==> src/rtl/uart_rx_frame.sv <==
// rtl/uart_rx_frame.sv - UART frame receiver (8N1, or 8E1/8O1) with valid/ready byte output
// Define UART_RX_PARITY_EN to receive a parity bit and report parity_err.
module uart_rx_frame #(
  parameter int CLK_FREQ   = 50_000_000,
  parameter int BAUD       = 9600,
  parameter int PARITY_ODD = 0
) (
  input  logic       clk,
  input  logic       rst_n,
  input  logic       rx,
  output logic [7:0] rx_data,
  output logic       rx_valid,
  input  logic       rx_ready,
  output logic       parity_err,
  output logic       frame_err,
  output logic       overrun,
  output logic       busy
);

  localparam int CPB = CLK_FREQ / BAUD;
  localparam int CW  = (CPB > 1) ? $clog2(CPB) : 1;
  // START holds CPB/2-1 cycles so its decision edge lands at T0+CPB/2.
  localparam logic [CW-1:0] HALF_LOAD = CW'(CPB / 2 - 2);
  localparam logic [CW-1:0] BIT_LOAD  = CW'(CPB - 1);

`ifdef UART_RX_PARITY_EN
  typedef enum logic [2:0] {IDLE, START, DATA, PARITY, STOP} state_t;
`else
  typedef enum logic [2:0] {IDLE, START, DATA, STOP} state_t;
`endif

  state_t        state_q, state_d;
  logic          rx_meta_q, rx_s_q, rx_d_q;
  logic [CW-1:0] cnt_q, cnt_d;
  logic [3:0]    bitcnt_q, bitcnt_d;
  logic [7:0]    shift_q, shift_d;
  logic          ferr_q, ferr_d;
  logic          done_q, done_d;
  logic [7:0]    data_q, data_d;
  logic          valid_q, valid_d;
  logic          ferr_out_q, ferr_out_d;
  logic          ovr_q, ovr_d;
  logic          fall, tick;
`ifdef UART_RX_PARITY_EN
  logic          perr_q, perr_d;
  logic          perr_out_q, perr_out_d;
`endif

  assign fall = rx_d_q & ~rx_s_q;
  assign tick = (cnt_q == '0);

  always_comb begin
    state_d  = state_q;
    cnt_d    = cnt_q;
    bitcnt_d = bitcnt_q;
    shift_d  = shift_q;
    ferr_d   = ferr_q;
    done_d   = 1'b0;
`ifdef UART_RX_PARITY_EN
    perr_d   = perr_q;
`endif
    case (state_q)
      IDLE: begin
        if (fall) begin
          state_d = START;
          cnt_d   = HALF_LOAD;
        end
      end
      START: begin
        if (!tick) begin
          cnt_d = cnt_q - 1'b1;
        end else if (rx_s_q) begin
          state_d = IDLE;
        end else begin
          state_d  = DATA;
          cnt_d    = BIT_LOAD;
          bitcnt_d = 4'd0;
        end
      end
      DATA: begin
        if (!tick) begin
          cnt_d = cnt_q - 1'b1;
        end else begin
          shift_d[bitcnt_q[2:0]] = rx_s_q;
          cnt_d = BIT_LOAD;
          if (bitcnt_q == 4'd7) begin
`ifdef UART_RX_PARITY_EN
            state_d = PARITY;
`else
            state_d = STOP;
`endif
          end else begin
            bitcnt_d = bitcnt_q + 4'd1;
          end
        end
      end
`ifdef UART_RX_PARITY_EN
      PARITY: begin
        if (!tick) begin
          cnt_d = cnt_q - 1'b1;
        end else begin
          perr_d  = (^shift_q) ^ rx_s_q ^ 1'(PARITY_ODD);
          state_d = STOP;
          cnt_d   = BIT_LOAD;
        end
      end
`endif
      STOP: begin
        if (!tick) begin
          cnt_d = cnt_q - 1'b1;
        end else begin
          // Back to IDLE immediately so the next start edge is not missed.
          ferr_d  = ~rx_s_q;
          done_d  = 1'b1;
          state_d = IDLE;
        end
      end
      default: state_d = IDLE;
    endcase
  end

  always_comb begin
    data_d     = data_q;
    valid_d    = valid_q;
    ferr_out_d = ferr_out_q;
    ovr_d      = ovr_q;
`ifdef UART_RX_PARITY_EN
    perr_out_d = perr_out_q;
`endif
    if (done_q) begin
      data_d     = shift_q;
      ferr_out_d = ferr_q;
      valid_d    = 1'b1;
`ifdef UART_RX_PARITY_EN
      perr_out_d = perr_q;
`endif
      if (valid_q && !rx_ready) ovr_d = 1'b1;
    end else if (valid_q && rx_ready) begin
      valid_d = 1'b0;
    end
  end

  always_ff @(posedge clk or negedge rst_n) begin
    if (!rst_n) begin
      rx_meta_q  <= 1'b1;
      rx_s_q     <= 1'b1;
      rx_d_q     <= 1'b1;
      state_q    <= IDLE;
      cnt_q      <= '0;
      bitcnt_q   <= 4'd0;
      shift_q    <= 8'h00;
      ferr_q     <= 1'b0;
      done_q     <= 1'b0;
      data_q     <= 8'h00;
      valid_q    <= 1'b0;
      ferr_out_q <= 1'b0;
      ovr_q      <= 1'b0;
`ifdef UART_RX_PARITY_EN
      perr_q     <= 1'b0;
      perr_out_q <= 1'b0;
`endif
    end else begin
      rx_meta_q  <= rx;
      rx_s_q     <= rx_meta_q;
      rx_d_q     <= rx_s_q;
      state_q    <= state_d;
      cnt_q      <= cnt_d;
      bitcnt_q   <= bitcnt_d;
      shift_q    <= shift_d;
      ferr_q     <= ferr_d;
      done_q     <= done_d;
      data_q     <= data_d;
      valid_q    <= valid_d;
      ferr_out_q <= ferr_out_d;
      ovr_q      <= ovr_d;
`ifdef UART_RX_PARITY_EN
      perr_q     <= perr_d;
      perr_out_q <= perr_out_d;
`endif
    end
  end

  assign rx_data   = data_q;
  assign rx_valid  = valid_q;
  assign frame_err = ferr_out_q;
  assign overrun   = ovr_q;
  assign busy      = (state_q != IDLE) || done_q;
`ifdef UART_RX_PARITY_EN
  assign parity_err = perr_out_q;
`else
  assign parity_err = 1'b0;
`endif

endmodule

==> config.mk <==
export PLATFORM = sky130hd
export DESIGN_NAME = uart_rx_frame
export DESIGN_NICKNAME = d
export VERILOG_FILES = /design/src/rtl/uart_rx_frame.sv
export SDC_FILE = /design/constraint.sdc
export NUM_CORES = 1
export LEC_CHECK = 0
export BUFFER_PORTS_ARGS = -buffer_cell sky130_fd_sc_hd__buf_2
export CAP_MARGIN = 20
export CORE_MARGIN = 10
export CORE_UTILIZATION = 45
export CTS_BUF_LIST = sky130_fd_sc_hd__clkbuf_8 sky130_fd_sc_hd__clkbuf_16
export DETAILED_ROUTE_END_ITERATION = 7
export SLEW_MARGIN = 20
export SYNTH_ARGS = -nofsm -noshare
export SYNTH_HDL_FRONTEND = slang
export SYNTH_SLANG_ARGS = --single-unit
export TNS_END_PERCENT = 5
==> constraint.sdc <==
create_clock -name clk -period 3 [get_ports clk]
set_input_delay 0.6 -clock clk [delete_from_list [all_inputs] [get_ports clk]]
set_output_delay 0.6 -clock clk [all_outputs]
set_load 0.005 [all_outputs]
# Word level (Yosys, flattened, before mapping)
# Cells that the tools add are included.
# word_totals
register_bits	44
latchBits	0
mem_bits_rw	0
romBits	0
in_bits	4
output_inout_bits	13
elab_cells	74
memories	0
# classes
n_addsub	2
multipliers	0
div_mod_pow	0
order_cmp	2
n_eq_ne	13
shift	0
n_mux	25
n_bitwise	2
reduce_logical	17
# ops
operator	n
13-bit 2-to-1 mux	5
13-bit case mux with 4 select lines	1
4-bit 2-to-1 mux	4
2-bit != test (second input constant)	8
3-bit 2-to-1 mux	5
13-bit logical NOT	1
13-bit by 1-bit subtractor with 13-bit output (second input constant)	1
3-bit case mux with 4 select lines	1
5-bit AND reduction	2
8-bit bitwise mux	1
4-bit case mux with 2 select lines	1
3-bit by 2-bit == test with 1-bit output (second input constant)	2
2-bit AND reduction	3
1-bit 2-to-1 mux	5
4-bit by 1-bit adder with 4-bit output (second input constant)	1
4-bit by 3-bit == test with 1-bit output (second input constant)	1
3-bit by 4-bit less-than comparator with 1-bit output (second input constant)	1
4-bit AND reduction	1
2-bit nonzero test	2
4-bit nonzero test	1
1-bit demux with 3-bit select	1
3-bit by 1-bit == test with 1-bit output (second input constant)	1
3-bit by 1-bit >= comparator with 1-bit output (second input constant)	1
1-bit logical AND	3
8 further kinds	8

# Depth between registers and ports, before layout
# Gate-level depths: netlist of run 1.
# logic_depth
ltp_word	5
depth_mapped	8

# Least setup slack after synthesis of run 1
# Ideal clock, no wire load.
# synth_path
path_kind	flip-flop to flip-flop
startpoint	register state_q[1]
endpoint	register cnt_q[7]
setup_ps	126
t_arrival_ps	1978
setup_slack_ps	895
path_stages_with_launch	9
n_path_buf	2
period_less_slack_ps	2105
path_cell_list	dfrtp_1 inv_1 ha_1 a21o_1 and4_1 clkbuf_1 or2_2 clkbuf_1 a221o_1
# synth_via
elab_chain_len	3
word_cells_on_any_way	10
# synth_lines
item	line	text
from (decl)	32	state_t state_q, state_d;
from (signal assigned)	166	state_q <= state_d;
3-bit by 1-bit == test with 1-bit output, or another cell as far along	62	case (state_q)
3-bit != test (no line), or another cell as far along	--	
4-bit AND reduction (no line)	--	
to (signal assigned)	167	cnt_q <= cnt_d;
to (decl)	34	logic [CW-1:0] cnt_q, cnt_d;
# Several ways; a longest one is shown, not always the timed one.
# A chain may end at the register's enable or synchronous reset.

# Final worst setup path of run 1
# layout_path
startpoint	register cnt_q[0]
endpoint	register ferr_q
# layout_via
elab_chain_len	2
# layout_lines
item	line	text
13-bit logical NOT	50	assign tick = (cnt_q == '0);
2-bit AND reduction (no line)	--	
to (signal assigned)	170	ferr_q <= ferr_d;
to (decl)	37	logic ferr_q, ferr_d;
# No other way between the ends.

==> metrics.cfg, run 1 <==
[status]
status = finished clean

[grt]
grt_overflow = 0
antenna_found_initial = 0
grt.total_usage_pct = 11.84
grt_max_degree = 44
grt_pass1_wl_um = 8418
grt_pass1_vias = 1773

[layout]
drive_above_1_share_pct = 25.00
fin_nets = 235
design_area_um2 = 2565
final_core_util_pct = 50.22
num-fill-cells = 484
area_growth_pct = 8.523
diodes = 0

[cts]
cts-resized-gates = 0
h-tree-depth = 2
clock_path_buffers = 2
cts_tree = done
cts_hold_buf = 0
clock_sinks = 43
root_buffer = clkbuf_8
clkSlewWorstSetupHoldPaths_ns = 0.08
worstSkewPairLatency_ns = 0.29
post_cts_buffers = 0
cts-buffers-inserted = 5

[worst_setup_path]
path_buf_inv = 1
cp_slowest_cell = or4b_1
crit_chain = inv_1, ha_1, or4b_1, nor3_1, and2_1, mux2_2
cp_slowest_stage_delay_ns = 0.52
crit_path_end_kind = register
critPathKind = register to register
cp_data_arrival_time_ns = 2.55
worstPathMaxFanout = 5
cpLargestDelayFamily = simple AND/OR/NAND/NOR gates
required_ns = 3.18
start_kind = register

[drt]
viasPerCell = 5.905
first_pass_iters = 4
drt_iter0_markers = 56
routedWlPerCell_um = 16.68
antenna_left = 0
vias = 1736
drc = 0
routed_wl_um = 4903

[job]
drv_cap = 0

[timing]
worst_slew_pin_slew_ns = 0.9406
period_needed_ns = 2.367
fmax_mhz = 422.4
slew_viol_final = 0
hold_viol = 0
slew_headroom_pct = 37.30
worst_clock_skew_ns = 0.008611
rsz0062_at_grt = false
fin_setup_tns_ns = 0
period_share_pct = 78.91
setup_violations = 0

[floorplanning]
core_um2 = 5107
dieWidth_um = 92.47
ioPinCount = 17
start_util_pct = 46.28
num_rows = 26
die-area_um2 = 8551
fp.dieH_um = 92.47

[pwr]
switching_share_pct = 43.17
power_frac_clock_pct = 16.4
p_seq_share_pct = 37.4
p_leak_uw = 0.001211
switchingPower_uw = 984.0
internal_power_uw = 1295
powerDensity_nw_per_um2 = 888.6
pwr-share-comb_pct = 46.2
vdd_drop_max_mv = 0.4605

[synth]
synth_cell_type_count = 61
synthTopCellsByCount = 40 x dfrtp_1, 17 x mux2_2, 14 x nor3_1, 12 x nand2_1, 9 x clkbuf_1
synth-seq-cells = 43
yosysWarningCount = 0
synth.largest_area_cell = dfrtp_1
synth_area_um2 = 2364
synthTopCellsByArea = dfrtp_1 42%, mux2_2 8.1%, ha_1 4.2%
yosysMostFrequentCell = dfrtp_1
synthCells = 214
synth_edf_count = 0
synth-simple-area-share_pct = 19.85
yosysTopAreaCellShare_pct = 42.35
synth_fp_nets = 226
synth-xor-area-share_pct = 0
synth_top_family_by_area = simple AND/OR/NAND/NOR gates
synthArstFlopShare_pct = 100.0
seq_area_frac_synth_pct = 45.69
synthAdderAreaFrac_pct = 4.235
synth_mux_area_share_pct = 8.999
synth_compound_area_share_pct = 17.52
ys.flop_type = dfrtp_1
avgSynthCellArea_um2 = 11.04

[placement]
numPortBuffers = 15
dp.final_hpwl_um = 3574
gp_congestion = 0.8226
postPlaceCellArea_um2 = 2472

[worst_hold_path]
hold_path_class = register to register

## sequential cells by signal, summed over array words and instances (netlist names)
register	flops
rx_meta_q	1
frame_err	1
overrun	1
state_q	2
shift_q	8
rx_valid	1
ferr_q	1
done_q	1
rx_s_q	1
rx_d_q	1
bitcnt_q	4
rx_data	8
cnt_q	13
## cells in the final DEF (no fill, tap or decap), drive strengths merged, types with 6 or more instances in the layout
| cell | Yosys | routed |
|---|---|---|
| buf | 4 | 15 |
| nor2 | 7 | 7 |
| nand2 | 12 | 12 |
| mux2 | 18 | 18 |
| inv | 8 | 9 |
| a211o | 6 | 6 |
| nor3 | 14 | 14 |
| ha | 8 | 8 |
| dfrtp | 40 | 40 |
## cells by family after synthesis
kind of cell             after synthesis
flip-flops                            43
AO/OA/AOI/OAI                         50
adder cells (fa/ha/maj)                8
other                                  1
AND/OR/NAND/NOR                       72
buffers and inverters                 21
multiplexers                          19
## metal layers
layer | share of wire (%) | global-route usage [%]
met1 | 42 | 13.00
met2 | 51 | 21.12
met3 | 5.3 | 3.228
met4 | 1.6 | 4.756
met5 | 0 | 0
## path summary, 6_finish.rpt
kind	cells past startpoint	slack, ns	endpoint	from
worst min register to register	0	0.36	rx_s_q$_DFF_PN1_	rx_meta_q$_DFF_PN1_
max in group asynchronous	1	1.97	state_q[1]$_DFFE_PN0P_	rst_n
min in group asynchronous	1	0.45	frame_err$_DFFE_PN0P_	rst_n
worst min-delay path	0	0.36	rx_s_q$_DFF_PN1_	rx_meta_q$_DFF_PN1_
worst max-delay path	6	0.63	ferr_q$_DFFE_PN0P_	cnt_q[0]$_DFFE_PN0P_
worst max register to register	6	0.63	ferr_q$_DFFE_PN0P_	cnt_q[0]$_DFFE_PN0P_
## power by group through the flow
stage	Clock (uW)	Sequential, uW	Combinational (uW)
floorplan	0	817	847
global placement	0	855	1010
detailed placement	0	861	1030
CTS	386	850	1040
global route	415	871	1160
finish	374	852	1050
## cell type report
cell class | instances | area (um^2) | share of cell area [%]
clock buffers | 5 | 68.82 | 2.683
clock inverters | 3 | 23.77 | 0.9268
inverters | 8 | 30.03 | 1.171
multi-input cells | 150 | 1200 | 46.78
flip-flops and latches | 43 | 1080 | 42.10
well taps | 70 | 87.58 | 3.415
repair buffers | 15 | 75.07 | 2.927
## through the flow
stage	hold slack (ns)	worst slack, ns	power, uW	cells
6_report	0.3604	0.6328	2279	294
5_1_grt	0.3629	0.4379	2451	294
3_3_place_gp	0.3472	0.7364	1862	286
3_5_place_dp	0.3490	0.6598	1895	286
2_1_floorplan	0.3044	0.8955	1664	214
4_1_cts	0.3614	0.6307	2275	294
Power figures use the tool's default switching activity.
==> inputs of run 2 (changes only) <==
clock period = 2.15 ns   (was 3 ns; I/O delays follow)
==> run 2 against run 1 <==
Compared with the run above:
- hold slack worse by 0.27 ns
- clock-buffer cell count stayed put
- non-clock buffer count is 22 higher
- die area stayed put
- sequential share of layout area is 3.2 points lower
- clock power is 42% higher
- combinational power is 71% higher
- worst setup slack worse by 0.61 ns
- power is 52% higher
- largest cell class unchanged
- fmax is 11% higher
==> metrics.cfg, run 2 (synthesized netlist as in run 1, its figures left out) <==
[status]
status = finished clean

[layout]
layout_commonest_cell = dfrtp_1
register_area_um2 = 1080  ; unchanged
largest_reg_flops = 13  ; unchanged
diodes = 0  ; unchanged
area_growth_pct = 17.42
num-fill-cells = 469  ; -3.1%
multi_input_area_um2 = 1227  ; +2.3%
layout_common_cells = 40 x dfrtp_1, 20 x buf_4, 17 x mux2_2
drive_above_1_share_pct = 34.96  ; +10 points
fin_nets = 257  ; +9.4%
top_register = cnt_q

[drt]
routed_wl_um = 5237  ; +6.8%
routedWlPerCell_um = 16.57  ; -0.62%
antenna_left = 0  ; unchanged
drc = 0  ; unchanged
drt_iter0_markers = 65  ; +16%
viasPerCell = 5.804  ; -1.7%
vias = 1834  ; +5.6%
first_pass_iters = 4  ; unchanged

[placement]
numPortBuffers = 15  ; unchanged
place_ws_ns = -0.06510  ; -0.7249 ns
gp_congestion = 0.8431  ; +2.5%
dp.final_hpwl_um = 3865  ; +8.1%

[timing]
setup_violations = 0  ; unchanged
fmax_mhz = 471.0  ; +11%
worst_clock_skew_ns = 0.01033  ; +0.001715 ns
period_share_pct = 98.75  ; +20 points
worst_slew_pin_slew_ns = 0.5315  ; -0.4091 ns
slew_headroom_pct = 64.57  ; +27 points
period_needed_ns = 2.123  ; -0.2440 ns
fin_setup_tns_ns = 0  ; unchanged
finalWorstSetupSlack_ns = 0.02682  ; -0.6060 ns
hold_viol = 0  ; unchanged
slew_viol_final = 0  ; unchanged
rsz0062_at_grt = true

[worst_setup_path]
crit_chain = inv_2, ha_2, nor4b_4, nand3_2, or4b_4, mux2_4
rrSetupSlack_ns = 0.03  ; -0.61 ns
timing.rr.end = shift_q[2]$_DFFE_PN0P_
cp_slowest_cell = or4b_4
cpLargestDelayFamily = simple AND/OR/NAND/NOR gates
cp_data_arrival_time_ns = 2.32  ; -0.23 ns
critPathKind = register to register
required_ns = 2.34  ; -0.84 ns
path_buf_inv = 1  ; unchanged
crit_path_end_kind = register
start_kind = register
rr_worst_depth = 6  ; unchanged
startpoint = cnt_q[1]$_DFFE_PN0P_
cp_slowest_stage_delay_ns = 0.52  ; about the same
timing.rr.start = cnt_q[1]$_DFFE_PN0P_
worstPathMaxFanout = 6  ; +1

[floorplanning]
die-area_um2 = 8551  ; unchanged
num_rows = 26  ; unchanged
dieWidth_um = 92.47  ; unchanged
ioPinCount = 17  ; unchanged
fp.dieH_um = 92.47  ; unchanged
core_um2 = 5107  ; unchanged
start_util_pct = 46.28  ; unchanged

[cts]
clock_sinks = 43  ; unchanged
root_buffer = clkbuf_8
clkSlewWorstSetupHoldPaths_ns = 0.09  ; about the same
cts_tree = done
cts_hold_buf = 0  ; unchanged
worstSkewPairLatency_ns = 0.30  ; about the same
cts-buffers-inserted = 5  ; unchanged
clock_path_buffers = 2  ; unchanged
h-tree-depth = 2  ; unchanged

[grt]
grt_pass1_wl_um = 9177  ; +9.0%
grt.total_usage_pct = 12.88  ; +1.0 points
grt_max_degree = 24  ; -45%
grt_overflow = 0  ; unchanged
grt_pass1_vias = 1877  ; +5.9%
antenna_found_initial = 0  ; unchanged

[job]
drv_cap = 0  ; unchanged

[pwr]
p_leak_uw = 0.001331  ; +9.9%
vdd_drop_max_mv = 0.7588  ; +65%
powerDensity_nw_per_um2 = 1250  ; +41%

[worst_hold_path]
hold_path_class = primary input to asynchronous set/reset pin

## run 2: cell types whose count changed in the layout (fill, tap and decap cells not counted), sizes merged
cell	before	now
buf	15	37
clkinv	0	2
clkinvlp	2	1
inv	9	8
## run 2: final cells by class
class / instances / area share (%)
Clock inverter: 3 / 0.9017
Inverter: 8 / 1.082
Timing Repair Buffer: 37 / 9.243
Tap cell: 70 / 3.156
Multi-Input combinational cell: 150 / 44.23
Clock buffer: 5 / 2.480
Sequential cell: 43 / 38.91
## run 2: timing repair
action,in CTS,in global routing
setup endpoints to repair,1,10
buffers inserted,2,0
resized for setup,2,7
pin swaps,1,2
## run 2: per-stage QoR
step           power, uW  utilization, %  std cells  area, um^2  hold slack (ns)
2_1_floorplan       2321               -        214        2364           0.1344
3_3_place_gp        2820           51.59        306        2635           0.3464
3_5_place_dp        2880           51.59        306        2635           0.3491
4_1_cts             3445           53.77        316        2746          0.09885
5_1_grt             3736           54.34        316        2775           0.1212
6_report            3468           54.34        316        2775          0.09220
## run 2: power by group
part	internal [uW]	switching, uW	leakage (uW)	total [uW]
combinational	838	966	0.000712	1800
sequential	952	181	0.000574	1130
clock	232	300	0.0000443	532
total	2020	1450	0.00133	3470
## run 2: worst max-delay path by stage
| stage | endpoint | slack, ns | depth (start not counted) |
|---|---|---|---|
| floorplan | cnt_q[7]$_DFFE_PN0P_ | 0.05 | 8 |
| global placement | shift_q[2]$_DFFE_PN0P_ | 0.05 | 6 |
| global route | shift_q[2]$_DFFE_PN0P_ | -0.07 | 6 |
| finish | shift_q[2]$_DFFE_PN0P_ | 0.03 | 6 |
| detailed placement | shift_q[2]$_DFFE_PN0P_ | -0.07 | 6 |
| CTS | shift_q[2]$_DFFE_PN0P_ | 0.02 | 6 |
## run 2: routing by layer
layer  track usage [%]  vias to the layer above  wire length (um)
li1                  -                      879                 -
met1             14.70                      905              2251
met2             22.41                       38              2674
met3             3.390                       12               202
met4             5.141                        0               109
met5                 0                        -                 0
==> inputs of run 3 (changes only) <==
CORE_MARGIN = unset   (was 10)
==> run 3 against run 2 <==
Compared with the run above:
- design area increased by 0.18%
- first-iteration DRC count increased by 15%
- largest power group unchanged
- fmax decreased by 0.13%
- sequential power decreased by 4%
- largest cell class unchanged
- critical path type unchanged
- combinational power increased by 3%
==> metrics.cfg, run 3 (synthesized netlist as in run 1, its figures left out) <==
[pwr]
p_seq_share_pct = 31.4  ; -1.3 points
internal_power_uw = 2045  ; +1.1%
power_frac_clock_pct = 15.4  ; about the same
switchingPower_uw = 1436  ; -0.73%
powerDensity_nw_per_um2 = 1252  ; +0.18%
pwr-share-comb_pct = 53.2  ; +1.2 points
p_leak_uw = 0.001338  ; +0.51%
vdd_drop_max_mv = 0.6499  ; -14%
switching_share_pct = 41.25  ; -0.45 points

[grt]
grt.total_usage_pct = 20.05  ; +7.2 points
grt_max_degree = 23  ; -4.2%
grt_pass1_vias = 1828  ; -2.6%
grt_overflow = 0  ; unchanged
gr-usage-met1_pct = 23.14  ; +8.4 points
grt_pass1_wl_um = 8362  ; -8.9%
use_met2_pct = 35.24  ; +13 points
antenna_found_initial = 0  ; unchanged
grt_use_met3_pct = 4.878  ; +1.5 points
gr-max-usage-layer = met2

[layout]
drive_above_1_share_pct = 34.80  ; -0.16 points
largest_reg_flops = 13  ; unchanged
layout.cells.non_filler = 320  ; +1.3%
layout_commonest_cell = dfrtp_1
diodes = 0  ; unchanged
layout_common_cells = 40 x dfrtp_1, 26 x buf_4, 17 x mux2_2
area_growth_pct = 17.63
top_register = cnt_q
fin_nets = 261  ; +1.6%
design_area_um2 = 2780  ; +0.18%

[cts]
cts_tree = done
cts_hold_buf = 0  ; unchanged
cts-resized-gates = 0  ; -2
h-tree-depth = 2  ; unchanged
post_cts_buffers = 0  ; -2
root_buffer = clkbuf_8
clkSlewWorstSetupHoldPaths_ns = 0.09  ; about the same
clock_sinks = 43  ; unchanged
worstSkewPairLatency_ns = 0.30  ; about the same
cts-buffers-inserted = 5  ; unchanged
clock_path_buffers = 2  ; unchanged

[status]
status = finished clean

[worst_setup_path]
crit_chain = inv_1, ha_1, nor4b_4, nand3_2, or4b_1, mux2_1
cp_slowest_stage_delay_ns = 0.54  ; +0.02 ns
required_ns = 2.34  ; about the same
start_kind = register
worstPathMaxFanout = 5  ; -1
cpLargestDelayFamily = simple AND/OR/NAND/NOR gates
cp_slowest_cell = or4b_1
path_buf_inv = 1  ; unchanged
cp_data_arrival_time_ns = 2.31  ; about the same
timing.rr.end = shift_q[2]$_DFFE_PN0P_
rr_worst_depth = 6  ; unchanged
timing.rr.start = cnt_q[0]$_DFFE_PN0P_
rrSetupSlack_ns = 0.02  ; about the same
critPathKind = register to register
crit_path_end_kind = register

[drt]
vias = 1871  ; +2.0%
viasPerCell = 5.847  ; +0.74%
antenna_left = 0  ; unchanged
routedWlPerCell_um = 15.76  ; -4.9%
first_pass_iters = 4  ; unchanged
routed_wl_um = 5042  ; -3.7%
drt_iter0_markers = 75  ; +15%
drc = 0  ; unchanged

[timing]
period_needed_ns = 2.126  ; +0.002686 ns
rsz0062_at_grt = true
worst_slew_pin_slew_ns = 0.5956  ; +0.06409 ns
setup_violations = 0  ; unchanged
fmax_mhz = 470.4  ; -0.13%
hold_viol = 0  ; unchanged
slew_headroom_pct = 60.21  ; -4.4 points
slew_viol_final = 0  ; unchanged
period_share_pct = 98.88  ; +0.12 points
finalWorstSetupSlack_ns = 0.02414  ; -0.002686 ns
worst_clock_skew_ns = 0.002494  ; -0.007832 ns

[placement]
place_ws_ns = 0.05749  ; +0.1226 ns
gp_congestion = 0.8817  ; +4.6%
dp.final_hpwl_um = 3800  ; -1.7%
postPlaceCellArea_um2 = 2668  ; +1.2%
post-place-cells = 312  ; +2.0%
numPortBuffers = 15  ; unchanged

[worst_hold_path]
hold_path_class = primary input to asynchronous set/reset pin

[floorplanning]
ioPinCount = 17  ; unchanged
dieWidth_um = 74.47  ; -19%
start_util_pct = 46.57  ; +0.30 points
core_um2 = 5075  ; -0.64%
fp.dieH_um = 74.47  ; -19%
die-area_um2 = 5546  ; -35%
num_rows = 26  ; unchanged

[job]
drv_cap = 0  ; unchanged

[run 3: area by class of cell]
cell class,instances,area (um^2)
tap,70,87.58
timing repair buffer,41,270.3
clock inverter,3,23.77
inverter,8,30.03
clock buffer,5,68.82
fill,458,2295
multi-input combinational,150,1220
sequential,43,1080
[run 3: stage by stage]
| step | power, uW | setup TNS, ns | hold slack [ns] | utilization, % |
|---|---|---|---|---|
| global placement | 2870 | 0 | 0.3458 | 52.56 |
| CTS | 3474 | 0 | 0.09059 | 54.39 |
| detailed placement | 2930 | 0 | 0.3529 | 52.56 |
| global route | 3760 | -0.1638 | 0.1041 | 54.78 |
| finish | 3480 | 0 | 0.07525 | 54.78 |
| floorplan | 2321 | 0 | 0.1344 | - |
[run 3: power groups by stage]
| stage | Clock (uW) | Combinational (uW) | Sequential (uW) |
|---|---|---|---|
| final | 536 | 1850 | 1090 |
| after global routing | 586 | 2050 | 1120 |
| after CTS | 550 | 1830 | 1090 |
| after detailed placement | 0 | 1820 | 1110 |
| after global placement | 0 | 1770 | 1100 |
| after floorplan | 0 | 1180 | 1140 |
[run 3: worst max-delay path by stage]
stage | to | startpoint | cells after the start | slack [ns]
after floorplan | cnt_q[7]$_DFFE_PN0P_ | state_q[1]$_DFFE_PN0P_ | 8 | 0.05
after global placement | shift_q[2]$_DFFE_PN0P_ | cnt_q[1]$_DFFE_PN0P_ | 6 | 0.12
after detailed placement | shift_q[2]$_DFFE_PN0P_ | cnt_q[0]$_DFFE_PN0P_ | 6 | 0.06
after CTS | shift_q[2]$_DFFE_PN0P_ | cnt_q[0]$_DFFE_PN0P_ | 6 | 0.04
after global routing | shift_q[2]$_DFFE_PN0P_ | cnt_q[0]$_DFFE_PN0P_ | 6 | -0.06
final | shift_q[2]$_DFFE_PN0P_ | cnt_q[0]$_DFFE_PN0P_ | 6 | 0.02
[run 3: metal layers]
layer,wire length (um),up-vias
li1,-,880
met1,2130,945
met2,2620,36
met3,182,10
met4,109,0
met5,0,-
